==> src/rtl/td4_pkg.sv <==
// Shared sizes and loader state encoding for the td4 core and its program loader.
package td4_pkg;

  localparam int TD4_ADDR_W  = 4;
  localparam int TD4_INSTR_W = 8;
  localparam int TD4_DEPTH   = 16;

  typedef enum logic [2:0] {
    IDLE  = 3'd0,
    LOAD  = 3'd1,
    CKSUM = 3'd2,
    RUN   = 3'd3,
    ERR   = 3'd4
  } loader_state_t;

endpackage

==> src/rtl/prog_mem.sv <==
// Instruction store: one synchronous write port, zero-latency combinational read, async clear.
// No flow control; a write issued on an edge is visible on rdata right after that edge.
module prog_mem #(
  parameter int ADDR_W  = 4,
  parameter int INSTR_W = 8,
  parameter int DEPTH   = 16
) (
  input  logic               clk,
  input  logic               n_reset,
  input  logic               we,
  input  logic [ADDR_W-1:0]  waddr,
  input  logic [INSTR_W-1:0] wdata,
  input  logic [ADDR_W-1:0]  raddr,
  output logic [INSTR_W-1:0] rdata
);

  logic [INSTR_W-1:0] mem [DEPTH];

  always_ff @(posedge clk or negedge n_reset) begin
    if (!n_reset) begin
      for (int i = 0; i < DEPTH; i++) mem[i] <= '0;
    end else if (we) begin
      mem[waddr] <= wdata;
    end
  end

  assign rdata = mem[raddr];

endmodule

==> src/rtl/prog_loader.sv <==
// Byte-stream program loader for the td4 CPU; combinational fetch, registered status/CPU reset.
// load_ready only in LOAD/CKSUM and never while load_start is high; gaps in load_valid just stall.
module prog_loader
  import td4_pkg::*;
#(
  parameter int ADDR_W  = TD4_ADDR_W,
  parameter int INSTR_W = TD4_INSTR_W,
  parameter int DEPTH   = TD4_DEPTH
) (
  input  logic               clk,
  input  logic               n_reset,
  input  logic [ADDR_W-1:0]  address,
  output logic [INSTR_W-1:0] instr,
  input  logic               load_start,
  input  logic               load_valid,
  input  logic [7:0]         load_data,
  output logic               load_ready,
  output logic               load_done,
  output logic               load_err,
  output logic               cpu_n_reset
);

  loader_state_t     state, state_nxt;
  logic [ADDR_W-1:0] cnt, cnt_nxt;
  logic [7:0]        sum, sum_nxt;
  logic [7:0]        cksum_total;
  logic              err_nxt, done_nxt;
  logic              xfer, mem_we;

  assign load_ready  = ((state == LOAD) || (state == CKSUM)) && !load_start;
  assign xfer        = load_valid && load_ready;
  assign cksum_total = sum + load_data;

  always_ff @(posedge clk or negedge n_reset) begin
    if (!n_reset) begin
      state       <= IDLE;
      cnt         <= '0;
      sum         <= '0;
      load_err    <= 1'b0;
      load_done   <= 1'b0;
      cpu_n_reset <= 1'b0;
    end else begin
      state       <= state_nxt;
      cnt         <= cnt_nxt;
      sum         <= sum_nxt;
      load_err    <= err_nxt;
      load_done   <= done_nxt;
      cpu_n_reset <= (state_nxt == RUN);
    end
  end

  always_comb begin
    state_nxt = state;
    cnt_nxt   = cnt;
    sum_nxt   = sum;
    err_nxt   = load_err;
    done_nxt  = 1'b0;
    mem_we    = 1'b0;
    if (load_start) begin
      // A restart wins over any byte offered in the same cycle (load_ready is low then).
      state_nxt = LOAD;
      cnt_nxt   = '0;
      sum_nxt   = '0;
      err_nxt   = 1'b0;
    end else begin
      case (state)
        LOAD: begin
          if (xfer) begin
            mem_we  = 1'b1;
            sum_nxt = sum + load_data;
            cnt_nxt = cnt + 1'b1;
            if (cnt == ADDR_W'(DEPTH - 1)) state_nxt = CKSUM;
          end
        end
        CKSUM: begin
          if (xfer) begin
            if (cksum_total == 8'h00) begin
              state_nxt = RUN;
              done_nxt  = 1'b1;
            end else begin
              state_nxt = ERR;
              err_nxt   = 1'b1;
            end
          end
        end
        default: ;
      endcase
    end
  end

  prog_mem #(
    .ADDR_W (ADDR_W),
    .INSTR_W(INSTR_W),
    .DEPTH  (DEPTH)
  ) u_mem (
    .clk    (clk),
    .n_reset(n_reset),
    .we     (mem_we),
    .waddr  (cnt),
    .wdata  (load_data),
    .raddr  (address),
    .rdata  (instr)
  );

endmodule

==> config.mk <==
export PLATFORM = sky130hd
export DESIGN_NAME = prog_loader
export DESIGN_NICKNAME = d
export VERILOG_FILES = /design/src/rtl/td4_pkg.sv /design/src/rtl/prog_mem.sv /design/src/rtl/prog_loader.sv
export SDC_FILE = /design/constraint.sdc
export NUM_CORES = 1
export LEC_CHECK = 0
export CAP_MARGIN = 10
export CORE_MARGIN = 2
export CORE_UTILIZATION = 58
export CTS_BUF_LIST = sky130_fd_sc_hd__clkbuf_8 sky130_fd_sc_hd__clkbuf_16
export DETAILED_ROUTE_END_ITERATION = 10
export PLACE_DENSITY = 0.77
export SYNTH_ARGS = -nofsm -noshare
export SYNTH_HDL_FRONTEND = slang
export SYNTH_SLANG_ARGS = --single-unit
==> constraint.sdc <==
create_clock -name clk -period 3.2 [get_ports clk]
set_input_delay 0.64 -clock clk [delete_from_list [all_inputs] [get_ports clk]]
set_output_delay 0.64 -clock clk [all_outputs]
set_load 0.05 [all_outputs]
==> results.json <==
{
  "antennaDiodeCount": 0,
  "seq_area_frac_synth": 0.521,
  "status": "finished, final reports clean",
  "instances_no_fill": 661,
  "cp-end-kind": "output pin",
  "hpwl_mm": 9.73,
  "post-route-min-period_ns": 3.11,
  "drtIter0Drc": 262,
  "slew_headroom": 0.398,
  "drv_slew": 0,
  "powerDensity_nw_per_um2": 550,
  "cts.path.max_buffers": 2,
  "avgRoutedWirePerCell_um": 21.6,
  "yosys.area.top_type_share": 0.521,
  "worstRegToRegCells": 7,
  "fin_worst_skew_ns": 0.0105,
  "placedCellCount": 631,
  "worstMarginPinSlew_ns": 0.903,
  "drt_pre_antenna_iters": 4,
  "syn-cell-area_um2": 7010,
  "core_area_um2": 11900,
  "avgSynthCellArea_um2": 15.0,
  "setup-violations-final": 0,
  "die_y_um": 114,
  "path_class": "input port to output pin",
  "fin_crit_sh": 0.972,
  "grt_usage": 0.247,
  "root_buffer": "clkbuf_16",
  "grt_max_degree": 100,
  "synthArstFlopShare": 1.00,
  "die-area_um2": 13000,
  "finalWeightedCongestion": 0.797,
  "vias_per_cell": 6.16,
  "yosys_warnings": 0,
  "grt_pass1_vias": 4458,
  "io_buffers": 27,
  "cts_tree": "yes",
  "wl_mm": 14.3,
  "ys_types": 45,
  "cts_inserted_buffers": 17,
  "grt_overflow_total": 0,
  "drc": 0,
  "cp.required_ns": 2.56,
  "wl_met1_mm": 6.40,
  "finalHoldViolCount": 0,
  "fin_area_um2": 8050,
  "p_leak_nw": 3.84,
  "max_cap_violations": 0,
  "synth_edf_count": 0,
  "initial_utilization": 0.588,
  "fmax_ghz": 0.321,
  "top_layer": "met4",
  "pre_cts_ws_ns": -0.110,
  "area_delta_synth_final_pct": 14.9,
  "synth_fp_nets": 494,
  "met2RoutedLength_mm": 7.24,
  "antenna_left": 0,
  "ys.flop_type": "dfrtp_1",
  "wl_met3_um": 427,
  "netlist_instances": 466,
  "die_x_um": 114,
  "synth_area_leader_cell": "dfrtp_1",
  "htreeDepth": 4,
  "antenna_found_initial": 0,
  "num-fill-cells": 829,
  "grt_pass1_wl_mm": 24.0,
  "clk_latency_ns": 0.42,
  "synth_area_leaders": "dfrtp_1 52%, mux4_2 13%, mux2_2 12%",
  "startpoint_type": "input port",
  "cts_sinks": 146,
  "critPathArrivalTime_ns": 2.47,
  "crit_fanout": 25,
  "cts.clk_slew.worst_paths_ns": 0.06,
  "rows": 40,
  "ys_seq_elements": 146,
  "cts_setup_buffers": 0,
  "cts_resized": 0,
  "vias": 4069,
  "drive_gt1_frac": 0.362,
  "num-nets-final": 531,
  "place_area_um2": 7520,
  "ios": 28,
  "rsz0062_at_grt": "false",
  "fin_ws_ns": 0.0882,
  "ir_worst_vdd_uv": 296,
  "cts_hold_buf": 0,
  "hp-class": "input port to async pin"
}
worst max-delay path: stages:
cell and delay [ns]:
clkdlybuf4s50_1 0.54, buf_12 0.22, mux4_2 0.36, mux4_2 0.49
buf_4 0.21
report_power, final:
group	switching [W]	total, W	internal (W)
sequential	0.0000755	0.00206	0.00199
combinational	0.000293	0.000582	0.000288
clock	0.000705	0.00178	0.00108
total	0.00107	0.00443	0.00335
final timing paths:
| kind | startpoint | endpoint | slack, ns |
|---|---|---|---|
| setup / recovery | address[1] | instr[2] | 0.09 |
| hold / removal | n_reset | u_mem.mem[124]$_DFFE_PN0P_ | 0.34 |
| setup reg to reg | sum[0]$_DFFE_PN0P_ | state[1]$_DFF_PN0_ | 0.67 |
| hold reg to reg | u_mem.mem[99]$_DFFE_PN0P_ | u_mem.mem[99]$_DFFE_PN0P_ | 0.49 |
| max in group asynchronous | n_reset | u_mem.mem[103]$_DFFE_PN0P_ | 2.07 |
| min in group clk | u_mem.mem[99]$_DFFE_PN0P_ | u_mem.mem[99]$_DFFE_PN0P_ | 0.49 |
cell type report:
cell class | count | area [um2] | area share
flip-flops and latches | 146 | 3650 | 0.454
repair buffers | 47 | 457 | 0.0567
clock inverters | 11 | 76.3 | 0.00948
inverters | 7 | 26.3 | 0.00326
clock buffers | 19 | 453 | 0.0562
well taps | 147 | 184 | 0.0228
multi-input cells | 284 | 3200 | 0.398
cell usage after synthesis (all sizes together), types with 2 or more instances:
cell type,count
o22ai,2
o21ai,4
xor2,5
nand3,19
clkbuf,15
nand2,15
xnor2,2
mux2,128
nor2b,3
inv,7
ha,11
nor3,4
mux4,40
and2,2
dfrtp,146
nand3b,2
a221oi,2
nor3b,4
o211ai,3
buf,14
nor2,10
nand4,2
a21oi,11
per-stage QoR:
stage	utilization	TNS (ns)	total power (W)	hold WS [ns]
floorplan	-	0	0.00247	0.344
global placement	0.632	-0.0340	0.00264	0.468
detailed placement	0.632	-0.143	0.00268	0.477
CTS	0.676	0	0.00446	0.376
global route	0.676	0	0.00460	0.407
finish	0.676	0	0.00443	0.336
cell families after synthesis:
| group | count (synthesis) | share of synthesized area |
|---|---|---|
| muxes | 168 | 0.334 |
| adders and majority gates | 12 | 0.0225 |
| buffers and inverters | 36 | 0.0214 |
| xor gates and xnor gates | 7 | 0.00875 |
| AOI/OAI and AO/OA | 29 | 0.0345 |
| and+or+nand+nor | 68 | 0.0571 |
| DFF | 146 | 0.521 |
cells in the final DEF, fill, tap and decap left out, types with 4 or more instances in the layout:
| master | count |
|---|---|
| clkinv_2 | 4 |
| dfrtp_1 | 146 |
| mux2_1 | 56 |
| buf_4 | 24 |
| buf_12 | 5 |
| xor2_1 | 5 |
| a21oi_1 | 10 |
| nor3b_1 | 4 |
| clkbuf_16 | 17 |
| mux4_2 | 40 |
| nor2_1 | 10 |
| nand3_2 | 7 |
| mux2_2 | 72 |
| nand2_1 | 15 |
| clkdlybuf4s50_1 | 16 |
| inv_1 | 12 |
| ha_1 | 11 |
| nand3_1 | 12 |
registers in the layout, indices dropped and copies added, names as in the netlist:
register / count
cnt: 4
load_err: 1
load_done: 1
u_mem.mem: 128
cpu_n_reset: 1
sum: 8
state: 3
per-layer routing:
metal / global-route usage / vias to the layer above
met5: 0 / -
met4: 0.0797 / 0
met3: 0.0558 / 19
met2: 0.408 / 72
met1: 0.330 / 2163
li1: - / 1815
(Power assumes the default switching activity.)
